<file path="config.mk">
export PLATFORM = sky130hd
export DESIGN_NAME = hazard_ctrl
export DESIGN_NICKNAME = d
export VERILOG_FILES = /design/src/rtl/hazard_ctrl.sv
export SDC_FILE = /design/constraint.sdc
export NUM_CORES = 1
export LEC_CHECK = 0
export BUFFER_PORTS_ARGS = -buffer_cell sky130_fd_sc_hd__buf_2
export CORE_MARGIN = 4
export CORE_UTILIZATION = 48
export CTS_CLUSTER_SIZE = 10
export DETAILED_ROUTE_END_ITERATION = 8
export GPL_TIMING_DRIVEN = 0
export HOLD_SLACK_MARGIN = 0.06
export PLACE_DENSITY = 0.72
export RECOVER_POWER = 25
export SLEW_MARGIN = 20
export SYNTH_ARGS = -nofsm -noshare
export SYNTH_HDL_FRONTEND = slang
export SYNTH_SLANG_ARGS = --single-unit
</file>
<file path="constraint.sdc">
create_clock -name clk -period 5.2 [get_ports clk]
set_clock_uncertainty 0.1 [all_clocks]
set_input_delay 0.26 -clock clk [delete_from_list [all_inputs] [get_ports clk]]
set_output_delay 0.26 -clock clk [all_outputs]
set_load 0.1 [all_outputs]
</file>
<file path="src/rtl/hazard_ctrl.sv">
// hazard_ctrl
//   Hazard and forwarding controller for the five-stage pipeline. Tracks the
//   destination register and remaining result latency (Tnew) of the
//   instructions in E, M and W, and produces the D-stage stall/E-stage bubble
//   plus the select codes for the 3-to-1 forwarding muxes in D and E.
//   Select codes: 0 = register file / native value, 1 = from M, 2 = from W.
//
// Ports
//   clk, reset            pipeline clock, synchronous active-high reset
//   D_rs, D_rt            source register fields of the D instruction
//   D_use_rs, D_use_rt    D instruction actually reads that source
//   D_tuse_rs, D_tuse_rt  cycles until the source is consumed (0 = D, 1 = E)
//   D_dst, D_tnew         destination (0 = none) and result latency from E
//   stall                 hold PC and F/D, bubble into E
//   fwd_D_rs, fwd_D_rt    D-stage forwarding selects
//   fwd_E_rs, fwd_E_rt    E-stage forwarding selects
module hazard_ctrl (
  input  logic       clk,
  input  logic       reset,
  input  logic [4:0] D_rs,
  input  logic [4:0] D_rt,
  input  logic       D_use_rs,
  input  logic       D_use_rt,
  input  logic [1:0] D_tuse_rs,
  input  logic [1:0] D_tuse_rt,
  input  logic [4:0] D_dst,
  input  logic [1:0] D_tnew,
  output logic       stall,
  output logic [1:0] fwd_D_rs,
  output logic [1:0] fwd_D_rt,
  output logic [1:0] fwd_E_rs,
  output logic [1:0] fwd_E_rt
);

  localparam logic [1:0] SEL_RF = 2'd0;
  localparam logic [1:0] SEL_M  = 2'd1;
  localparam logic [1:0] SEL_W  = 2'd2;

  logic [4:0] E_rs, E_rt, E_dst;
  logic [1:0] E_tnew;
  logic [4:0] M_dst;
  logic [1:0] M_tnew;
  logic [4:0] W_dst;

  // Latency countdown saturates at zero so a ready result stays ready.
  function automatic logic [1:0] sat_dec(input logic [1:0] t);
    return (t == 2'd0) ? 2'd0 : t - 2'd1;
  endfunction

  // A consumer must wait while any in-flight producer of its source still
  // needs more cycles than the consumer can afford (Tnew > Tuse).
  function automatic logic src_stall(input logic       use_src,
                                     input logic [4:0] a,
                                     input logic [1:0] tuse);
    logic hit_e, hit_m;
    hit_e = (E_dst == a) && (E_tnew > tuse);
    hit_m = (M_dst == a) && (M_tnew > tuse);
    return use_src && (a != 5'd0) && (hit_e || hit_m);
  endfunction

  // M is younger than W, so it is checked first. An M producer whose result
  // is not ready yet never forwards; the stall already held the consumer.
  function automatic logic [1:0] fwd_sel(input logic [4:0] a);
    if (a == 5'd0)                           return SEL_RF;
    else if ((M_dst == a) && (M_tnew == 2'd0)) return SEL_M;
    else if (W_dst == a)                     return SEL_W;
    else                                     return SEL_RF;
  endfunction

  assign stall    = src_stall(D_use_rs, D_rs, D_tuse_rs)
                  | src_stall(D_use_rt, D_rt, D_tuse_rt);
  assign fwd_D_rs = fwd_sel(D_rs);
  assign fwd_D_rt = fwd_sel(D_rt);
  assign fwd_E_rs = fwd_sel(E_rs);
  assign fwd_E_rt = fwd_sel(E_rt);

  always_ff @(posedge clk) begin
    if (reset) begin
      E_rs   <= 5'd0;
      E_rt   <= 5'd0;
      E_dst  <= 5'd0;
      E_tnew <= 2'd0;
      M_dst  <= 5'd0;
      M_tnew <= 2'd0;
      W_dst  <= 5'd0;
    end else begin
      // D -> E boundary: a stalled D instruction is replaced by a bubble
      if (stall) begin
        E_rs   <= 5'd0;
        E_rt   <= 5'd0;
        E_dst  <= 5'd0;
        E_tnew <= 2'd0;
      end else begin
        E_rs   <= D_rs;
        E_rt   <= D_rt;
        E_dst  <= D_dst;
        E_tnew <= D_tnew;
      end
      // E -> M boundary
      M_dst  <= E_dst;
      M_tnew <= sat_dec(E_tnew);
      // M -> W boundary
      W_dst  <= M_dst;
    end
  end

endmodule

</file>
### Word-level counts from Yosys, hierarchy flattened

Cells that the tools add are included.

| cells by class | value |
|---|---|
| $add $sub $neg | 1 |
| $mul | 0 |
| div/mod/pow operators | 0 |
| magnitude comparators | 4 |
| equality and inequality tests | 10 |
| shift-type cells | 0 |
| multiplexer cells | 12 |
| bitwise operators | 1 |
| reductions and logical operators | 24 |

Operators with widths:

| cell | number |
|---|---|
| $eq A5 B5 Y1 | 10 |
| $mux W2 | 12 |
| $logic_not A5 Y1 | 4 |
| $logic_and A1 B1 Y1 | 12 |
| $reduce_bool A5 Y1 | 2 |
| $gt A2 B2 Y1 | 4 |
| $logic_not A2 Y1 | 2 |
| $reduce_or A2 Y1 | 2 |
| $logic_or A1 B1 Y1 | 2 |
| $sub A2 B1 Y2 const B | 1 |
| $or A1 B1 Y1 | 1 |

| storage, ports and cells | value |
|---|---|
| register bits after elaboration | 29 |
| latch bits | 0 |
| RAM bits | 0 |
| ROM bits | 0 |
| bits of input ports | 25 |
| memories kept | 0 |

### Depth between registers and ports, before layout

Gate-level depths: netlist of the first run.

| logic depth | value |
|---|---|
| depth after elaboration | 6 |
| mapped depth | 8 |
| gate-level depth less buffers | 7 |

### Least setup slack after synthesis of the first run

No wires, ideal clock.

| timing path | value |
|---|---|
| path kind | register -> output |
| start | register M_dst[3] |
| end | output port fwd_E_rs[1] |
| arrival time | 3017 ps |
| data required time | 4840 ps |
| setup slack | 1823 ps |
| stages on the path, launching flop included | 6 |
| buffers on the path | 1 |
| path through | dfxtp_1 clkbuf_1 xnor2_1 nand4_1 nor4_1 a211oi_1 |

| between the ends | value |
|---|---|
| longest elaborated chain between the ends | 4 |

RTL lines:

| item | line | source |
|---|---|---|
| start, declared | 41 | `logic [4:0] M_dst;` |
| start signal, assigned | 100 | `M_dst <= E_dst;` |
| $eq A5 B5 Y1 | 65 | `else if ((M_dst == a) && (M_tnew == 2'd0)) return SEL_M;` |
| $logic_and A1 B1 Y1 | 65 |  |
| $mux W2 | 65 |  |
| $mux W2 | 64 | `if (a == 5'd0) return SEL_RF;` |
| end, declared | 31 | `output logic [1:0] fwd_E_rs,` |

No other way between the ends.

### Final worst setup path of the first run

| timing path | value |
|---|---|
| start | register M_tnew[0] |
| end | output port stall |

| between the ends | value |
|---|---|
| longest elaborated chain between the ends | 5 |

RTL lines:

| item | line | source |
|---|---|---|
| start, declared | 42 | `logic [1:0] M_tnew;` |
| start signal, assigned | 101 | `M_tnew <= sat_dec(E_tnew);` |
| $gt A2 B2 Y1 | 57 | `hit_m = (M_dst == a) && (M_tnew > tuse);` |
| $logic_and A1 B1 Y1 | 57 |  |
| $logic_or A1 B1 Y1 | 58 | `return use_src && (a != 5'd0) && (hit_e \|\| hit_m);` |
| $logic_and A1 B1 Y1 | 58 |  |
| $or A1 B1 Y1 (*) | 71 | `\| src_stall(D_use_rt, D_rt, D_tuse_rt);` |
| end, declared | 28 | `output logic stall,` |

Mark *: on every way between the ends. The rest lies on a longest branch, timed or not.

==> results of run 1 <==
-- area by class of cell --
type	instances	area [um2]
Buffer	13	56.3
Clock buffer	7	55.1
Fill cell	334	1340
Inverter	6	22.5
Multi-Input combinational cell	143	1070
Sequential cell	29	581
Tap cell	46	57.6
Timing Repair Buffer	39	234
-- worst max-delay path by stage --
stage,start,end,slack (ns),cells past startpoint
2_1_floorplan,M_dst[3],fwd_E_rs[1],1.82,5
3_3_place_gp,M_tnew[0],stall,2.77,7
3_5_place_dp,M_tnew[0],stall,2.76,7
4_1_cts,M_tnew[0],stall,2.36,7
5_1_grt,M_tnew[0],stall,2.28,7
6_report,M_tnew[0],stall,2.36,7
-- flip-flops by register name, summed over array words and instances (netlist names) --
signal  flops
E_dst       5
E_rs        5
E_rt        5
E_tnew      2
M_dst       5
M_tnew      2
W_dst       5
-- kinds of logic after synthesis --
logic type / Yosys count / share of synthesized area, %
AO/OA/AOI/OAI: 11 / 4.77
XOR/XNOR: 48 / 24.3
buffers and inverters: 19 / 4.56
adder cells (fa/ha/maj): 9 / 6.51
AND/OR/NAND/NOR: 75 / 26.3
flip-flops: 29 / 33.6
-- power by group --
part	internal [W]	switching (W)
sequential	0.000234	0.0000116
clock	0.0000637	0.0000782
combinational	0.0000551	0.0000772
-- cell usage in the layout, fill, tap and decap left out, types with 4 or more instances in the layout --
cell           instances
nor2b_1               14
dlygate4sd3_1          8
nand2_1               10
ha_1                   9
clkbuf_4               5
xnor2_1               40
nor4_1                 6
nand4_1                4
and2_1                17
inv_1                  6
xor2_1                 8
nor3_1                 4
nand3_1                4
or4_1                  5
nor2_1                 6
dfxtp_1               29
clkbuf_1              12
buf_2                 30
-- metrics by stage --
step / util [%] / setup slack [ns] / hold slack, ns
CTS: 60.8 / 2.36 / 0.125
floorplan: - / 1.82 / 0.232
global route: 60.8 / 2.28 / 0.124
detailed placement: 56.9 / 2.76 / 0.318
finish: 60.8 / 2.36 / 0.123
global placement: 56.9 / 2.77 / 0.308
-- layer usage --
| layer | vias up | track usage (%) |
|---|---|---|
| li1 | 727 | - |
| met1 | 601 | 22.3 |
| met2 | 26 | 34.7 |
| met3 | 10 | 5.09 |
| met4 | 0 | 8.44 |
| met5 | - | 0 |
-- worst reg2reg max path, cell delays in order, from the launching register on --
cell and delay [ns]:
dfxtp_1 0.51, ha_1 0.30, nor2b_1 0.13, o21ai_0 0.20, nor4_1 0.12, nor4_4 0.51, buf_6 0.20, and2_1 0.12
==> flow_summary_export.csv, run 1 <==
group,metric,value,unit
status,run_status,"finished clean",
power,peakVddDrop,0.158,mV
logic_synthesis,synth_warnings,0,
logic_synthesis,synth_flop_cell,"dfxtp_1",
worst_setup_path,reg2reg_depth,7,
clock_tree,clkSinkCount,29,
floorplanning,io_pins,34,
floorplanning,die_height,68.0,um
sta,tns,0,ns
placement,dpl_cell_area,1940,um2
grt,grt_pass1_vias,1349,
power,power.total,0.000519,W
worst_setup_path,worstReg2RegEnd,"E_dst[2]",
grt,antenna_found_initial,0,
hold_path,hold_start,"D_rt[1]",
clock_tree,clock_path_buffers,2,
sta,hold_viol_final,0,
worst_setup_path,critPathArrivalTime,2.48,ns
final_layout,final_cell_count_no_fill,283,
worst_setup_path,cp_data_required_time,4.84,ns
final_layout,fin_area,2080,um2
worst_setup_path,crit_type,"flip-flop to output pin",
logic_synthesis,syn_area,1730,um2
grt,grtUsageTotal,19.7,%
floorplanning,rows,21,
route,ant_nets,0,
logic_synthesis,yosys.area.top_type,"dfxtp_1",
sta,drv_slew,0,
logic_synthesis,synth.most_common_cell,"xnor2_1",
sta,setup_violations,0,
hold_path,hold_path_end,"E_rt[1]",
logic_synthesis,avgSynthCellArea,9.06,um2
worst_setup_path,path_cells,"inv_1 > ha_1 > nand2_1 > o21ai_0 > nor4_1 > or4_1 > buf_2",
clock_tree,cts.htree.levels,2,
hold_path,whs_path_depth,2,
logic_synthesis,synth_top_area_share,33.6,%
clock_tree,cts_root_buffer,"clkbuf_4",
sta,rsz0062_at_grt,"no",
route,met1_length,1790,um
route,wl,4040,um
worst_setup_path,crit_buf_inv,2,
final_layout,insertedDiodeCount,0,
placement,portBuffers,31,
worst_setup_path,crit_fanout,5,
worst_setup_path,cp-end-kind,"output pin",
logic_synthesis,synth_top_cells_by_count,"40 x xnor2_1, 29 x dfxtp_1, 17 x and2_1, 14 x nor2b_1",
worst_setup_path,slowest_delay,0.50,ns
logic_synthesis,synth_edf_count,0,
worst_setup_path,crit_family,"simple AND/OR/NAND/NOR gates",
hold_path,hold_path.class,"input pin to flip-flop",
floorplanning,start_util,50.7,%
sta,worstMarginPinSlew,0.598,ns
logic_synthesis,synth.yosys.seq_area_share,33.6,%
route,dr_wl_met3,145,um
clock_tree,numCtsBuffers,5,
clock_tree,cts_setup_buffers,0,
route,drcViolationCount,0,
worst_setup_path,crit_path_top_delay_cell,"dfxtp_1",
logic_synthesis,synth.net_count,225,
grt,gr-total-overflow,0,
floorplanning,die_w,68.0,um
placement,place.gp.congestion,0.872,
worst_setup_path,start_kind,"flip-flop",
route,wl_per_cell,14.3,um
logic_synthesis,yosys-top-cells-area,"dfxtp_1 34%, xnor2_1 20%, ha_1 6.5%, and2_1 6.1%, nor2b_1 5.1%",
placement,post-dp-hpwl,3080,um
worst_setup_path,r2r_start,"M_tnew[1]",
run,drv_cap,0,
final_layout,area_growth,20.0,%
grt,grt_max_degree,11,
final_layout,drive_gt1_share,17.7,%
final_layout,nNetsFinal,271,
logic_synthesis,yosys.cell_types.count,26,
clock_tree,clk_pin_slew_worst_paths,0.10,ns
route,drt_first_iter_violations,36,
sta,period_share,54.6,%
sta,timing.fmax,352,MHz
logic_synthesis,synth-seq-cells,29,
route,highest_layer,"met4",
sta,fin_crit,2.84,ns
power,leakagePower,0.833,nW
clock_tree,clkLatencyLatePin,0.34,ns
route,via_count,1364,
floorplanning,dieArea,4630,um2
clock_tree,holdBufCountCts,8,
route,met2_length,2030,um
clock_tree,cts_tree,"done",
logic_synthesis,synth_cells,191,
worst_setup_path,ff2ff_setup_slack,2.96,ns
floorplanning,core,3420,um2
route,drt_pass1_iterations,4,
logic_synthesis,synthArstFlopShare,0,%
grt,grt_first_pass_wirelength,6500,um
clock_tree,post_cts_resize_count,0,
placement,place_inst,268,
power,power_density,250,nW/um2
route,via_per_inst,4.82,
sta,slew_headroom,59.8,%
No activity file was read; power rests on OpenSTA's default activity.
==> run 2: changes to the inputs <==
--- a/config.mk
+++ b/config.mk
@@ -12,7 +12,7 @@
 export DETAILED_ROUTE_END_ITERATION = 8
 export GPL_TIMING_DRIVEN = 0
 export HOLD_SLACK_MARGIN = 0.06
-export PLACE_DENSITY = 0.72
+export PLACE_DENSITY = 0.75
 export RECOVER_POWER = 25
 export SLEW_MARGIN = 20
 export SYNTH_ARGS = -nofsm -noshare
==> constraint.sdc (replaced) <==
create_clock -name clk -period 2.5 [get_ports clk]
set_clock_uncertainty 0.1 [all_clocks]
set_input_delay 0.125 -clock clk [delete_from_list [all_inputs] [get_ports clk]]
set_output_delay 0.125 -clock clk [all_outputs]
set_load 0.1 [all_outputs]
==> run 2 against run 1 <==
  * Global-route usage grew 0.83 points
  * Critical path type unchanged
  * Register-to-register slack worse by 2.6 ns
  * Worst hold slack lost 0.034 ns
  * Non-clock buffer count increased by 3
  * Largest power group unchanged
  * Critical path depth fell by 1
  * Power is 140% higher
  * Cell area rose by 7.2%
  * Count of clock-buffer cells in the layout unchanged
  * Final cell count rose by 1.4%
  * Critical endpoint unchanged
  * Via count up 4.6%
==> flow_summary_export.csv, run 2 (same netlist as run 1, synthesis figures left out) <==
group,metric,value,unit
grt,grt_pass1_vias,1483,
placement,place_inst,268,
worst_setup_path,critPathArrivalTime,2.19,ns
clock_tree,numCtsBuffers,5,
floorplanning,start_util,50.7,%
sta,timing.fmax,414,MHz
power,leakagePower,0.877,nW
final_layout,drive_gt1_share,22.0,%
route,ant_nets,0,
sta,worstMarginPinSlew,0.529,ns
clock_tree,cts_root_buffer,"clkbuf_4",
worst_setup_path,reg2reg_depth,7,
clock_tree,clock_path_buffers,2,
route,via_per_inst,4.97,
clock_tree,clk_pin_slew_worst_paths,0.10,ns
floorplanning,die_w,68.0,um
worst_setup_path,crit_path_top_delay_cell,"or4_1",
grt,top_usage_layer,"met2",
clock_tree,cts.htree.levels,2,
grt,grtUsageMet3,5.42,%
worst_setup_path,crit_type,"flip-flop to output pin",
hold_path,hold_path.class,"input pin to flip-flop",
clock_tree,clkLatencyLatePin,0.35,ns
hold_path,whs_path_depth,2,
floorplanning,rows,21,
sta,drv_slew,0,
final_layout,final_cell_count_no_fill,287,
worst_setup_path,cp-end-kind,"output pin",
floorplanning,io_pins,34,
final_layout,seq_area,583,um2
floorplanning,dieArea,4630,um2
placement,portBuffers,31,
worst_setup_path,start_kind,"flip-flop",
sta,slew_headroom,64.5,%
grt,grt_first_pass_wirelength,6890,um
route,drcViolationCount,0,
placement,place.gp.congestion,0.822,
worst_setup_path,path_cells,"ha_1 > nor2b_1 > o21ai_1 > nor4_2 > or4_1 > buf_6",
route,drt_pass1_iterations,4,
status,run_status,"finished clean",
sta,period_share,96.7,%
grt,use_met2,35.9,%
final_layout,fill_cells,300,
power,power_density,549,nW/um2
final_layout,layout_commonest_cell,"xnor2_1",
grt,grt_util_met1,23.8,%
worst_setup_path,slowest_delay,0.52,ns
grt,grt_max_degree,11,
grt,antenna_found_initial,0,
sta,rsz0062_at_grt,"no",
route,wl_per_cell,15.0,um
worst_setup_path,crit_fanout,6,
sta,hold_viol_final,0,
sta,fin_crit,2.42,ns
sta,setup_violations,0,
placement,post-dp-hpwl,3010,um
floorplanning,die_height,68.0,um
final_layout,nNetsFinal,274,
power,peakVddDrop,0.422,mV
final_layout,area_growth,28.7,%
final_layout,most-common-layout-cells,"40 x xnor2_1, 27 x dfxtp_1, 25 x buf_2, 17 x and2_1, 16 x dlygate4sd3_1",
run,drv_cap,0,
floorplanning,core,3420,um2
final_layout,insertedDiodeCount,0,
sta,tns,0,ns
final_layout,multi_input_area,1110,um2
route,wl,4310,um
route,drt_first_iter_violations,55,
worst_setup_path,cp_data_required_time,2.28,ns
clock_tree,cts_setup_buffers,0,
clock_tree,cts_tree,"done",
grt,grtUsageTotal,20.5,%
clock_tree,clkSinkCount,29,
grt,gr-total-overflow,0,
route,via_count,1427,
## run 2: cell count changes in the layout (fill, tap and decap cells not counted), moves of 2 or more
cell / before / now
clkbuf_1: 12 / 7
clkbuf_4: 5 / 7
a211oi_1: 2 / 0
dfxtp_1: 29 / 27
dlygate4sd3_1: 8 / 16
buf_2: 30 / 25
nor4_1: 6 / 3
nor4_2: 0 / 3
dfxtp_2: 0 / 2
buf_4: 0 / 2
a211oi_2: 0 / 2
nor2_2: 0 / 2
nor2_1: 6 / 4
## run 2: final timing paths
kind              from         to  slack, ns
max          M_tnew[1]      stall       0.08
min            D_rs[0]    E_rs[0]       0.09
max reg2reg  M_tnew[1]   E_dst[0]       0.37
min reg2reg  E_tnew[0]  M_tnew[0]       0.31
## run 2: report_power, final
part / total (W) / internal, W / switching, W
Sequential: 0.000518 / 0.000486 / 0.0000320
Clock: 0.000414 / 0.000239 / 0.000175
Combinational: 0.000290 / 0.000127 / 0.000163
Total: 0.00122 / 0.000852 / 0.000370
## run 2: area by class of cell
type	count	area share (%)
multi-input cells	143	49.9
flip-flops and latches	29	26.2
repair buffers	47	14.8
well taps	46	2.58
clock buffers	7	2.47
plain buffers	8	1.69
clock inverters	1	1.35
inverters	6	1.01
## run 2: layer usage
| metal | share of wire, % | up-vias |
|---|---|---|
| li1 | - | 734 |
| met1 | 42 | 658 |
| met3 | 4.6 | 8 |
| met5 | 0 | - |
| met4 | 1.6 | 0 |
| met2 | 52 | 27 |
## run 2: worst max-delay path: cells and delay by family, from the launching register on
kind	cells	cell delay, ns
buf+inv	1	0.21
fa+ha+maj	1	0.27
flops	1	0.43
compound gates	1	0.20
simple gates	3	0.74
## run 2: what timing repair did
item	CTS	global route
hold buffers	16	0
gates cloned	0	0
resized for setup	6	7
hold endpoints to repair	17	0
setup endpoints to repair	3	7
## run 2: stage by stage
step                setup slack, ns  instance area, um2  util, %  hold slack [ns]  power (W)
global placement              0.220                1960     57.3            0.224   0.000784
detailed placement            0.219                1960     57.3            0.228   0.000790
floorplan                     0.223                1750        -           0.0966   0.000721
finish                       0.0829                2230     65.2           0.0888    0.00122
CTS                          0.0167                2220     65.1           0.0848    0.00121
global route                0.00140                2230     65.2           0.0982    0.00128
==> run 3: changes to the inputs <==
--- a/config.mk
+++ b/config.mk
@@ -6,7 +6,6 @@
 export NUM_CORES = 1
 export LEC_CHECK = 0
 export BUFFER_PORTS_ARGS = -buffer_cell sky130_fd_sc_hd__buf_2
-export CORE_MARGIN = 4
 export CORE_UTILIZATION = 48
 export CTS_CLUSTER_SIZE = 10
 export DETAILED_ROUTE_END_ITERATION = 8
==> run 3 against run 2 <==
  * Sequential cell count unchanged
  * Final cell count increased by 0.35%
  * Fmax decreased by 0.61%
  * Critical path depth increased by 1
  * Non-clock buffer count increased by 1
==> flow_summary_export.csv, run 3 (same netlist as run 1, synthesis figures left out) <==
group,metric,value,unit
status,run_status,"finished clean",
sta,period_share,97.3,%
route,via_count,1426,
sta,slew_headroom,65.3,%
sta,fin_hold_ws,0.0878,ns
route,wl_per_cell,13.7,um
grt,grt_pass1_vias,1447,
floorplanning,rows,21,
worst_setup_path,cp-end-kind,"output pin",
sta,fin_crit,2.43,ns
worst_setup_path,crit_family,"simple AND/OR/NAND/NOR gates",
route,wl,3950,um
worst_setup_path,start_kind,"flip-flop",
placement,place.gp.congestion,0.812,
clock_tree,clkSinkCount,29,
final_layout,most-common-layout-cells,"40 x xnor2_1, 28 x dfxtp_1, 25 x buf_2, 17 x and2_1, 16 x dlygate4sd3_1",
route,ant_nets,0,
clock_tree,clkLatencyLatePin,0.33,ns
clock_tree,cts_root_buffer,"clkbuf_4",
final_layout,drive_gt1_share,20.7,%
sta,drv_slew,0,
sta,hold_viol_final,0,
clock_tree,numCtsBuffers,5,
worst_setup_path,critPathArrivalTime,2.21,ns
placement,dpl_cell_area,1960,um2
power,pwr-share-comb,26.5,%
sta,setup_violations,0,
final_layout,nNetsFinal,275,
power,peakVddDrop,0.381,mV
hold_path,hold_path.class,"input pin to flip-flop",
placement,post-dp-hpwl,2860,um
power,swShare,33.2,%
clock_tree,clk_pin_slew_worst_paths,0.10,ns
sta,worstMarginPinSlew,0.517,ns
power,power.total,0.00107,W
route,drt_first_iter_violations,23,
floorplanning,die_height,62.0,um
worst_setup_path,crit_type,"flip-flop to output pin",
run,drv_cap,0,
clock_tree,cts_tree,"done",
placement,portBuffers,31,
worst_setup_path,reg2reg_depth,8,
sta,timing.fmax,411,MHz
worst_setup_path,crit_fanout,5,
grt,antenna_found_initial,0,
final_layout,insertedDiodeCount,0,
grt,gr-total-overflow,0,
floorplanning,dieArea,3850,um2
worst_setup_path,crit_buf_inv,2,
clock_tree,cts.htree.levels,2,
worst_setup_path,path_cells,"inv_1 > ha_1 > nand2_1 > o21ai_0 > nor4_2 > or4_1 > buf_4",
worst_setup_path,cp_num_cells,7,
power,p_sw,0.000356,W
worst_setup_path,crit_path_top_delay_cell,"dfxtp_1",
power,p_seq_share,48.1,%
sta,rsz0062_at_grt,"yes",
grt,grt_first_pass_wirelength,6260,um
floorplanning,die_w,62.0,um
placement,pre_cts_slack,0.210,ns
sta,timing.final.ws_setup,0.0681,ns
power,intPower,0.000718,W
clock_tree,clock_path_buffers,2,
final_layout,area_growth,26.0,%
final_layout,layout_commonest_cell,"xnor2_1",
final_layout,fin_area,2180,um2
grt,grtUsageTotal,23.7,%
clock_tree,cts_setup_buffers,0,
power,power_density,493,nW/um2
sta,tns,0,ns
route,drcViolationCount,0,
worst_setup_path,cp_data_required_time,2.28,ns
power,leakagePower,0.862,nW
floorplanning,core,3390,um2
hold_path,whs_path_depth,2,
grt,grt_max_degree,11,
power,clkPwrFrac,25.3,%
route,drt_pass1_iterations,4,
floorplanning,start_util,51.1,%
worst_setup_path,slowest_delay,0.50,ns
floorplanning,io_pins,34,
route,via_per_inst,4.95,
[run 3: worst paths after layout]
kind / from / endpoint / slack (ns)
max: M_tnew[0] / stall / 0.07
min: D_rs[0] / E_rs[0] / 0.09
max reg2reg: M_tnew[0] / E_dst[2] / 0.35
min reg2reg: E_tnew[0] / M_tnew[0] / 0.34
[run 3: power groups by stage]
| stage | Clock, W | Sequential [W] | Combinational [W] |
|---|---|---|---|
| 2_1_floorplan | 0 | 0.000513 | 0.000208 |
| 3_3_place_gp | 0 | 0.000520 | 0.000263 |
| 3_5_place_dp | 0 | 0.000521 | 0.000268 |
| 4_1_cts | 0.000279 | 0.000511 | 0.000290 |
| 5_1_grt | 0.000302 | 0.000520 | 0.000311 |
| 6_report | 0.000272 | 0.000517 | 0.000285 |
[run 3: layout make-up]
cell class | instances | area (um2)
fillers | 300 | 1210
multi-input cells | 143 | 1100
flip-flops and latches | 29 | 582
repair buffers | 47 | 327
well taps | 46 | 57.6
clock buffers | 6 | 41.3
plain buffers | 9 | 41.3
inverters | 6 | 22.5
clock inverters | 2 | 10.0
[run 3: worst register-to-register path: cells and delay by family, from the launching register on]
family / cells / cell delay (ns)
fa+ha+maj: 1 / 0.29
buf+inv: 2 / 0.32
compound gates: 1 / 0.11
simple gates: 4 / 0.76
flops: 1 / 0.50
[run 3: through the flow]
step / cells / util [%]
floorplan: 191 / -
global placement: 268 / 57.8
detailed placement: 268 / 57.8
CTS: 292 / 64.4
global route: 288 / 64.3
finish: 288 / 64.3
[run 3: timing repair]
item	4_1_cts	5_1_grt
endpoints found under the hold margin	17	0
gates resized for setup	4	4
hold buffers	16	0
setup endpoints to repair	2	6
[run 3: per-layer routing]
layer  wire (um)  track usage (%)  up-vias
li1            -                -      738
met1        1730             26.0      648
met2        1990             41.5       31
met3         160             7.45        9
met4          72             11.4        0
met5           0                0        -
